==> config.mk <==
export PLATFORM = sky130hd
export DESIGN_NAME = dmem_arbiter
export DESIGN_NICKNAME = d
export VERILOG_FILES = /design/src/rtl/dmem_arbiter.sv
export SDC_FILE = /design/constraint.sdc
export NUM_CORES = 1
export LEC_CHECK = 0
export CAP_MARGIN = 30
export CORE_AREA = 2 2 117 119
export CTS_CLUSTER_SIZE = 8
export DETAILED_ROUTE_END_ITERATION = 6
export DIE_AREA = 0 0 119 121
export PLACE_DENSITY = 0.81
export SLEW_MARGIN = 40
export SYNTH_ARGS = -nofsm -noshare
export SYNTH_HDL_FRONTEND = slang
export SYNTH_SLANG_ARGS = --single-unit
==> constraint.sdc <==
create_clock -name clk -period 4.2 [get_ports clk]
set_input_delay 0.63 -clock clk [delete_from_list [all_inputs] [get_ports clk]]
set_output_delay 0.63 -clock clk [all_outputs]
set_load 0.05 [all_outputs]
==> src/rtl/dmem_arbiter.sv <==
// dmem_arbiter: round-robin arbiter sharing the single-port data memory
// between the core MEM stage (port 0) and a loader/debug port (port 1).
// One access is serviced at a time through IDLE -> ISSUE -> RESP.
module dmem_arbiter #(
    parameter int ADDR_WIDTH = 32,
    parameter int DATA_WIDTH = 32,
    parameter int MEM_WORDS  = 64
) (
    input  logic                  clk,
    input  logic                  reset,
    input  logic                  req0,
    input  logic                  we0,
    input  logic [ADDR_WIDTH-1:0] addr0,
    input  logic [DATA_WIDTH-1:0] wdata0,
    input  logic                  req1,
    input  logic                  we1,
    input  logic [ADDR_WIDTH-1:0] addr1,
    input  logic [DATA_WIDTH-1:0] wdata1,
    output logic                  ack0,
    output logic [DATA_WIDTH-1:0] rdata0,
    output logic                  err0,
    output logic                  ack1,
    output logic [DATA_WIDTH-1:0] rdata1,
    output logic                  err1,
    output logic                  stall,
    output logic                  mem_en,
    output logic                  mem_we,
    output logic [ADDR_WIDTH-3:0] mem_addr,
    output logic [DATA_WIDTH-1:0] mem_wdata,
    input  logic [DATA_WIDTH-1:0] mem_rdata
);

    typedef enum logic [1:0] {IDLE, ISSUE, RESP} state_t;

    typedef struct packed {
        logic                  we;
        logic [ADDR_WIDTH-1:0] addr;
        logic [DATA_WIDTH-1:0] wdata;
    } memReq_t;

    // First byte address past the end of the memory.
    localparam logic [ADDR_WIDTH:0] ADDR_LIMIT = (ADDR_WIDTH+1)'(4 * MEM_WORDS);

    state_t  state, stateNext;
    logic    gnt;        // port currently being served
    logic    last;       // port served most recently (loses the next tie)
    logic    bad;        // served address is out of range
    logic    weReg;      // served access is a write
    logic    doGrant;
    logic    grantPort;
    memReq_t selReq;
    logic    selInRange;
    logic    unusedLowBits;
    logic [DATA_WIDTH-1:0] rdRet;

    // Next-state and grant selection; the acked port is never re-granted from RESP.
    always_comb begin
        stateNext = state;
        doGrant   = 1'b0;
        grantPort = 1'b0;
        case (state)
            IDLE: begin
                if (req0 && req1) begin
                    doGrant   = 1'b1;
                    grantPort = ~last;
                end else if (req0 || req1) begin
                    doGrant   = 1'b1;
                    grantPort = req1;
                end
                if (doGrant) stateNext = ISSUE;
            end
            ISSUE: stateNext = RESP;
            RESP: begin
                if (gnt ? req0 : req1) begin
                    doGrant   = 1'b1;
                    grantPort = ~gnt;
                    stateNext = ISSUE;
                end else begin
                    stateNext = IDLE;
                end
            end
            default: stateNext = IDLE;
        endcase
    end

    assign selReq        = grantPort ? '{we1, addr1, wdata1} : '{we0, addr0, wdata0};
    assign selInRange    = ({1'b0, selReq.addr} < ADDR_LIMIT);
    // Byte-offset bits are not part of a word access.
    assign unusedLowBits = ^selReq.addr[1:0];

    // State register.
    always_ff @(posedge clk or negedge reset) begin
        if (!reset) state <= IDLE;
        else        state <= stateNext;
    end

    // Grant bookkeeping and registered memory port; strobes live only in ISSUE.
    always_ff @(posedge clk or negedge reset) begin
        if (!reset) begin
            gnt       <= 1'b0;
            last      <= 1'b1;
            bad       <= 1'b0;
            weReg     <= 1'b0;
            mem_en    <= 1'b0;
            mem_we    <= 1'b0;
            mem_addr  <= '0;
            mem_wdata <= '0;
        end else begin
            mem_en <= 1'b0;
            mem_we <= 1'b0;
            if (doGrant) begin
                gnt       <= grantPort;
                bad       <= ~selInRange;
                weReg     <= selReq.we;
                mem_en    <= selInRange;
                mem_we    <= selReq.we & selInRange;
                mem_addr  <= selReq.addr[ADDR_WIDTH-1:2];
                mem_wdata <= selReq.wdata;
            end
            if (state == ISSUE) last <= gnt;
        end
    end

    // Read data is only returned for in-range reads; writes and errors give 0.
    assign rdRet  = (!weReg && !bad) ? mem_rdata : '0;

    assign ack0   = (state == RESP) && !gnt;
    assign ack1   = (state == RESP) &&  gnt;
    assign rdata0 = ack0 ? rdRet : '0;
    assign rdata1 = ack1 ? rdRet : '0;
    assign err0   = ack0 & bad;
    assign err1   = ack1 & bad;
    assign stall  = req0 & ~ack0;

endmodule
==> flow_summary.ini, run 1 <==
[outcome]
status = finished, final reports clean

[clock_network]
h-tree-depth = 3
ctsHoldBuffers = 0
cts_max_path_buffers = 2
insertion_delay_ns = 0.34
postCtsSetupBuffers = 0
cts-root-buf = clkbuf_16
numCtsBuffers = 9
cts_resized = 0
cts_tree = yes
numClockSinks = 70
clk_pin_slew_worst_paths_ns = 0.06

[synth]
ys_seq_elements = 70
ys_warn_count = 0
synth_area_sq_mm = 0.00397
synthCells = 325
synthesis.nets = 491
syn-mean-instance-area_sq_um = 12.2
synth-seq-area-share_pct = 44.1
ys_types = 29

[drt]
avgRoutedWirePerCell_um = 17.1
ant_nets = 0
wl_um = 13600
dr_total_vias = 3759
drtIter0Drc = 95
drt-vias-per-instance = 4.75
firstDrtPassIters = 4
drc = 0

[sta]
hold_viol_final = 0
period_minus_slack_ns = 3.16
fin_skew_ns = 0.00907
period_share_pct = 75.1
fmax_mhz = 317
maxSlewViolCount = 0
timing.hold.ws_ns = 0.236
worst_pin_slew_ns = 0.624
tns_ns = 0
relSlewSlack_pct = 58.4
rsz0062_at_grt = no
setup_viol = 0

[global_routing]
track_usage_pct = 18.6
grt_max_degree = 69
grt_use_met3_pct = 6.02
top_usage_layer = met2
grt.overflow.total = 0
grt_pass1_wl_um = 20700
grt_use_met1_pct = 18.3
grt_util_met2_pct = 35.8
grt_pass1_vias = 4005
antenna_found_initial = 1

[job]
drv_cap = 0

[cells_and_area]
fin_nets = 776
fill_cells = 1092
final_util_pct = 56.2
multi_input_area_sq_mm = 0.00209
syn2layout_area_growth_pct = 85.3
drive_above_1_share_pct = 19.7
final_area_sq_mm = 0.00736
seqCellArea_sq_mm = 0.00175

[worst_setup_path]
r2r_end = mem_addr[4]
path_depth = 4
reg2reg_slack_ns = 1.83
crit_end = rdata0[3]
critPathBufInv = 1
endpoint_kind = primary output
cp_top_family = simple AND/OR/NAND/NOR gates
timing.rr.start = state[0]
critical_path_class = reg2out
reg2reg_depth = 5
crit_path_max_incr_delay_ns = 0.82
crit_arrival_ns = 2.53
crit_chain = nand2b_1, nor2_4, and3_1, clkdlybuf4s50_1
path_max_fanout = 35
worst_ep_required_time_ns = 3.57
crit_path_start = gnt
start_kind = flop
slowest_stage = clkdlybuf4s50_1

[power_and_ir_drop]
finalPower_mw = 4.94
peakVddDrop_v = 0.000601
powerDensity_mw_per_mm2 = 671
leakage_nw = 3.07

[min_path]
worstHoldPathType = in2async

[place]
gp_congestion = 0.896
dpl_cell_area_sq_mm = 0.00705
hpwl_um = 10700
io_buffers = 294

[floorplan]
die_area_sq_mm = 0.0144
initial_core_util_pct = 30.4
die_h_um = 121
top_level_ports = 299
num_rows = 42
coreArea_sq_mm = 0.0131
die_width_um = 119
-- cells in the final DEF (no fill, tap or decap), types with 3 or more instances in the layout --
| cell type | count |
|---|---|
| clkdlybuf4s50_1 | 293 |
| and3_1 | 64 |
| mux2_2 | 92 |
| mux2_1 | 33 |
| dfrtp_1 | 69 |
| clkbuf_16 | 9 |
| buf_4 | 6 |
| nor4_1 | 10 |
| nor2b_1 | 3 |
-- how the worst min path moves through the flow --
stage	from	to	slack, ns	depth (start not counted)
5_1_grt	reset	mem_wdata[11]	0.27	1
3_3_place_gp	state[1]	state[1]	0.47	1
2_1_floorplan	reset	bad	0.33	0
4_1_cts	reset	mem_wdata[11]	0.41	1
3_5_place_dp	mem_addr[18]	mem_addr[18]	0.50	1
6_report	reset	mem_wdata[11]	0.24	1
-- report_power, final --
group	internal [mW]	switching (mW)	leakage [nW]	total [mW]
Combinational	1.21	1.78	2.11	2.98
Sequential	1.02	0.187	0.819	1.20
Clock	0.461	0.293	0.142	0.754
Total	2.69	2.26	3.07	4.94
-- cells in the mapped netlist --
cell type,number,area (sq um)
nand3_1,1,5.00
clkbuf_1,12,45.0
buf_4,2,15.0
and2b_1,1,7.51
nor2b_1,3,18.8
nor4_1,10,62.6
nand2_1,2,7.51
nor3b_1,1,7.51
and3_1,64,400
a21oi_1,1,5.00
and2_1,2,12.5
nor2_1,4,15.0
nand2b_1,1,6.26
nand4_1,2,12.5
mux2_2,92,1040
buf_6,5,56.3
dfrtp_1,69,1730
inv_1,2,7.51
o21ai_0,1,5.00
mux2i_1,2,20.0
dfstp_2,1,26.3
a311o_1,1,10.0
nor3_2,1,10.0
or4_1,2,15.0
mux2_4,1,15.0
nand3b_1,1,7.51
buf_2,7,35.0
o32a_1,1,10.0
mux2_1,33,372
-- flip-flops by register name, indices dropped and copies added (netlist names) --
register,cells
last,1
bad,1
gnt,1
weReg,1
mem_we,1
mem_wdata,32
mem_en,1
state,2
mem_addr,30
-- through the flow --
step                worst slack (ns)  instances
finish                          1.04        792
CTS                             1.01        791
global placement                1.12        775
floorplan                       1.63        325
detailed placement              1.12        775
global route                   0.894        792
-- layer usage --
layer  wire (um)  part of all wire, %
met5           0                    0
met3        1100                  8.1
met1        4830                   36
met4         310                  2.3
met2        7330                   54
-- worst reg2reg max path, stage by stage, from the launching register on --
cell	delay (ns)
dfrtp_1	0.46
nor2b_1	0.26
nand3_4	0.51
buf_4	0.43
mux2_1	0.34
mux2_2	0.27
-- cell families after synthesis --
| family | count (synthesis) | synth area share (%) |
|---|---|---|
| muxes | 128 | 36.3 |
| and+or+nand+nor | 95 | 14.8 |
| DFF | 70 | 44.1 |
| buffers and inverters | 28 | 4.00 |
| AOI/OAI and AO/OA | 4 | 0.756 |
-- area by class of cell --
cell class | instances | share of cell area [%]
well taps | 176 | 2.99
flip-flops and latches | 70 | 23.8
multi-input cells | 227 | 28.4
diodes | 1 | 0.0340
repair buffers | 300 | 40.6
inverters | 2 | 0.102
clock inverters | 7 | 0.986
clock buffers | 9 | 3.06
Power figures use the tool's default switching activity.
==> inputs of run 2 (changes only) <==
--- a/config.mk
+++ b/config.mk
@@ -10,7 +10,7 @@
 export CTS_CLUSTER_SIZE = 8
 export DETAILED_ROUTE_END_ITERATION = 6
 export DIE_AREA = 0 0 119 121
-export PLACE_DENSITY = 0.81
+export PLACE_DENSITY = 0.84
 export SLEW_MARGIN = 40
 export SYNTH_ARGS = -nofsm -noshare
 export SYNTH_HDL_FRONTEND = slang
==> constraint.sdc (replaced) <==
create_clock -name clk -period 2.7 [get_ports clk]
set_input_delay 0.405 -clock clk [delete_from_list [all_inputs] [get_ports clk]]
set_output_delay 0.405 -clock clk [all_outputs]
set_load 0.05 [all_outputs]
==> run 2 against run 1 <==
Sequential power up 56%. Highest routed layer unchanged. Via count rose by 3.2%. Cell area grew 10%.
==> flow_summary.ini, run 2 (synthesis gave the netlist of run 1 again) <==
[clock_network]
cts_tree = yes
clk_pin_slew_worst_paths_ns = 0.06
postCtsSetupBuffers = 0
cts-root-buf = clkbuf_16
numCtsBuffers = 9
h-tree-depth = 3
ctsHoldBuffers = 0
cts_resized = 0
cts_max_path_buffers = 2
numClockSinks = 70
insertion_delay_ns = 0.34

[worst_setup_path]
critical_path_class = reg2out
reg2reg_depth = 5
endpoint_kind = primary output
crit_chain = nand2b_1, nor2_1, buf_4, and3_1, buf_12
slowest_stage = dfrtp_1
crit_path_start = gnt
reg2reg_slack_ns = 0.74
worst_ep_required_time_ns = 2.30
timing.rr.start = state[0]
crit_end = rdata0[4]
crit_path_max_incr_delay_ns = 0.40
r2r_end = mem_addr[20]
start_kind = flop
path_max_fanout = 34
crit_arrival_ns = 1.83

[sta]
period_share_pct = 82.7
rsz0062_at_grt = no
setup_slack_ns = 0.468
maxSlewViolCount = 0
timing.hold.ws_ns = 0.0775
hold_viol_final = 0
setup_viol = 0
relSlewSlack_pct = 56.9
tns_ns = 0
fmax_mhz = 448
period_minus_slack_ns = 2.23
worst_pin_slew_ns = 0.646
fin_skew_ns = 0.0105

[power_and_ir_drop]
peakVddDrop_v = 0.000739
clkPwrFrac_pct = 16.2
swShare_pct = 44.4
p_sw_mw = 3.52
combPwrFrac_pct = 60.1
leakage_nw = 3.44
seqPwrFrac_pct = 23.6
finalPower_mw = 7.93
powerDensity_mw_per_mm2 = 977
p_int_mw = 4.41

[floorplan]
num_rows = 42
top_level_ports = 299
die_h_um = 121
die_area_sq_mm = 0.0144
coreArea_sq_mm = 0.0131
die_width_um = 119
initial_core_util_pct = 30.4

[cells_and_area]
largestRegisters = mem_wdata: 32 flops, mem_addr: 30 flops, state: 2 flops
final_area_sq_mm = 0.00811
layout_common_cells = clkdlybuf4s50_1 (224), mux2_2 (92), buf_12 (71)
fin_nets = 779
diodes = 0
regMostFlops = mem_wdata
largest_reg_flops = 32
final_common_cell = clkdlybuf4s50_1
final_util_pct = 62.0
stdcell_count = 793
drive_above_1_share_pct = 30.8
syn2layout_area_growth_pct = 104
fill_cells = 985

[min_path]
worstHoldPathType = in2async

[global_routing]
grt_max_degree = 71
track_usage_pct = 20.7
antenna_found_initial = 0
grt_pass1_vias = 4233
grt_pass1_wl_um = 22900
grt.overflow.total = 0

[place]
gp_congestion = 0.885
place_ws_ns = 0.279
dpl_cell_area_sq_mm = 0.00779
place_inst = 778
hpwl_um = 11900
io_buffers = 294

[drt]
wl_um = 14800
drt-vias-per-instance = 4.89
firstDrtPassIters = 4
ant_nets = 0
dr_total_vias = 3879
drtIter0Drc = 130
avgRoutedWirePerCell_um = 18.7
drc = 0

[outcome]
status = finished, final reports clean

[job]
drv_cap = 0
## run 2: cell count changes in the layout (fill, tap and decap cells not counted), sizes merged, moves of 2 or more
| cell | delta |
|---|---|
| clkdlybuf4s50 | -69 |
| inv | -2 |
| clkbuf | +3 |
| buf | +72 |
| clkinv | -2 |
## run 2: worst max-delay path, delay by kind of cell (launching register included)
kind	cells	cell delay (ns)
and+or+nand+nor	3	0.61
buffers and inverters	2	0.48
DFF	1	0.40
## run 2: how the worst min path moves through the flow
| stage | start | to | slack, ns |
|---|---|---|---|
| detailed placement | reset | mem_wdata[7] | 0.47 |
| global route | reset | mem_wdata[7] | 0.14 |
| CTS | reset | mem_wdata[7] | 0.1 |
| floorplan | reset | bad | 0.11 |
| finish | reset | mem_wdata[7] | 0.08 |
| global placement | state[1] | state[1] | 0.47 |
## run 2: metal layers
metal  up-vias  global-route usage, %  wire length (um)
li1       1775                      -                 -
met1      1867                   20.3              5130
met2       211                   40.3              8200
met3        26                   5.87              1130
met4         0                   8.78               371
met5         -                      0                 0
## run 2: power groups by stage
stage          clock network (mW)  logic [mW]  registers [mW]
5_1_grt                      1.35        4.96            1.94
4_1_cts                      1.32        4.81            1.88
3_5_place_dp                    0        4.79            1.89
6_report                     1.29        4.77            1.87
3_3_place_gp                    0        4.70            1.85
2_1_floorplan                   0        1.43            3.53
## run 2: final cells by class
cell class | count | area, sq um | share of cell area (%)
clock buffers | 12 | 256 | 3.16
flip-flops and latches | 70 | 1750 | 21.6
multi-input cells | 227 | 2080 | 25.7
repair buffers | 303 | 3730 | 45.9
inverters | 2 | 7.51 | 0.0925
clock inverters | 3 | 67.6 | 0.833
well taps | 176 | 220 | 2.71
==> inputs of run 3 (changes only) <==
==> constraint.sdc (replaced) <==
create_clock -name clk -period 1.85 [get_ports clk]
set_input_delay 0.2775 -clock clk [delete_from_list [all_inputs] [get_ports clk]]
set_output_delay 0.2775 -clock clk [all_outputs]
set_load 0.05 [all_outputs]
==> run 3 against run 2 <==
The flow now finishes with violations (negative setup slack). Critical path depth unchanged. Non-clock buffer count increased by 14. Utilization increased by 3.0 points. Total power increased by 48%. Clock-buffer cell count decreased by 2. Hold slack improved by 0.33 ns. Sequential share of layout area decreased by 0.96 points. Clock power increased by 37%. Flip-flop and latch count unchanged. Largest cell class unchanged. Highest routed layer unchanged.
==> flow_summary.ini, run 3 (synthesis gave the netlist of run 1 again) <==
[power_and_ir_drop]
peakVddDrop_v = 0.000894
powerDensity_mw_per_mm2 = 1380
leakage_nw = 3.50
clkPwrFrac_pct = 15.1
p_sw_mw = 5.30
combPwrFrac_pct = 61.6
seqPwrFrac_pct = 23.3
p_int_mw = 6.42
swShare_pct = 45.2

[drt]
drc = 0
drt-vias-per-instance = 4.90
dr_total_vias = 3958
firstDrtPassIters = 4
drtIter0Drc = 164
ant_nets = 0
wl_um = 15700
avgRoutedWirePerCell_um = 19.4

[sta]
period_share_pct = 101
fmax_mhz = 534
worst_pin_slew_ns = 0.561
setup_viol = 18
setup_slack_ns = -0.0241
timing.hold.ws_ns = 0.410
hold_viol_final = 0
maxSlewViolCount = 0
relSlewSlack_pct = 62.5
period_minus_slack_ns = 1.87
fin_skew_ns = 0.0104
rsz0062_at_grt = yes

[cells_and_area]
layout_common_cells = clkdlybuf4s50_1 (214), mux2_2 (92), buf_12 (74)
largestRegisters = mem_wdata: 32 flops, mem_addr: 30 flops, state: 2 flops
final_common_cell = clkdlybuf4s50_1
fin_nets = 793
drive_above_1_share_pct = 40.5
diodes = 0
syn2layout_area_growth_pct = 114
largest_reg_flops = 32
regMostFlops = mem_wdata
final_area_sq_mm = 0.00850

[worst_setup_path]
crit_path_max_incr_delay_ns = 0.38
slowest_stage = dfrtp_1
path_max_fanout = 34
crit_arrival_ns = 1.60
path_common_cell = buf_12
worst_ep_required_time_ns = 1.57
endpoint_kind = primary output
critical_path_class = reg2out
start_kind = flop
crit_chain = buf_4, nor2_4, buf_12, and3_1, buf_12

[floorplan]
num_rows = 42
die_area_sq_mm = 0.0144
coreArea_sq_mm = 0.0131
die_h_um = 121
initial_core_util_pct = 30.4
die_width_um = 119
top_level_ports = 299

[job]
drv_cap = 0

[global_routing]
grt_pass1_vias = 4278
antenna_found_initial = 0
grt_max_degree = 65
grt.overflow.total = 0
track_usage_pct = 21.0
grt_pass1_wl_um = 23500

[outcome]
violations = negative setup slack
status = finished, violations left

[clock_network]
cts_tree = yes
numCtsBuffers = 9
cts-root-buf = clkbuf_16
insertion_delay_ns = 0.33
cts_max_path_buffers = 2
clk_pin_slew_worst_paths_ns = 0.06
numClockSinks = 70
h-tree-depth = 3

[place]
dpl_cell_area_sq_mm = 0.00788
io_buffers = 294
gp_congestion = 0.987
hpwl_um = 12000

[min_path]
worstHoldPathType = in2reg
[run 3: cell count changes in the layout (fill, tap and decap cells not counted), sizes merged, moves of 3 or more]
| cell | previous run | this run |
|---|---|---|
| clkinv | 0 | 3 |
| buf | 79 | 96 |
| clkdlybuf4s50 | 224 | 214 |
| dlymetal6s2s | 0 | 3 |
[run 3: cell type report]
class	instances	area, sq um
inverters	2	7.51
clock inverters	6	68.8
fillers	935	4580
multi-input cells	227	2290
clock buffers	10	239
well taps	176	220
repair buffers	317	3920
flip-flops and latches	70	1760
[run 3: path summary, 6_finish.rpt]
kind,start,to,slack [ns],cells past startpoint
worst max-delay path,state[0],rdata1[0],-0.02,5
worst min-delay path,addr0[17],mem_addr[15],0.41,3
worst max register to register,last,mem_addr[7],0.03,5
worst min register to register,mem_wdata[10],mem_wdata[10],0.50,1
max in group asynchronous,reset,last,0.76,3
min in group asynchronous,reset,mem_wdata[11],0.45,2
[run 3: timing repair]
| action | 4_1_cts | 5_1_grt |
|---|---|---|
| setup endpoints to repair | 68 | 117 |
| hold buffers | 1 | 0 |
| pin swaps | 2 | 13 |
| cloned | 1 | 2 |
| hold endpoints to repair | 32 | 0 |
| gates resized for setup | 14 | 39 |
| buffers inserted | 1 | 0 |
[run 3: through the flow]
step	util (%)	instances	worst slack [ns]	power [mW]	setup TNS [ns]
after floorplan	-	325	-0.0969	7.24	-0.0969
after global placement	60.3	787	-0.307	9.64	-14.00
after detailed placement	60.3	787	-0.336	9.80	-15.34
after CTS	63.4	806	-0.0517	11.7	-2.16
after global routing	65.0	808	-0.0990	12.3	-5.35
final	65.0	808	-0.0241	11.7	-0.189
[run 3: power by group through the flow]
| stage | clock [mW] | sequential, mW | combinational (mW) |
|---|---|---|---|
| after global placement | 0 | 2.69 | 6.95 |
| after global routing | 1.89 | 2.84 | 7.53 |
| after detailed placement | 0 | 2.74 | 7.06 |
| final | 1.77 | 2.74 | 7.22 |
| after CTS | 1.81 | 2.74 | 7.20 |
| after floorplan | 0 | 5.16 | 2.09 |
[run 3: layer usage]
metal	vias to the layer above	wire length [um]	part of all wire [%]	global-route usage, %
met3	24	1230	7.9	6.81
met5	-	0	0	0
met4	0	442	2.8	8.26
met2	210	8520	54	39.2
met1	1918	5490	35	21.7
li1	1806	-	-	-
[run 3: critical path, delay by kind of cell (launching register included)]
kind | cells | cell delay (ns)
buffers and inverters | 3 | 0.51
DFF | 1 | 0.38
and+or+nand+nor | 2 | 0.38
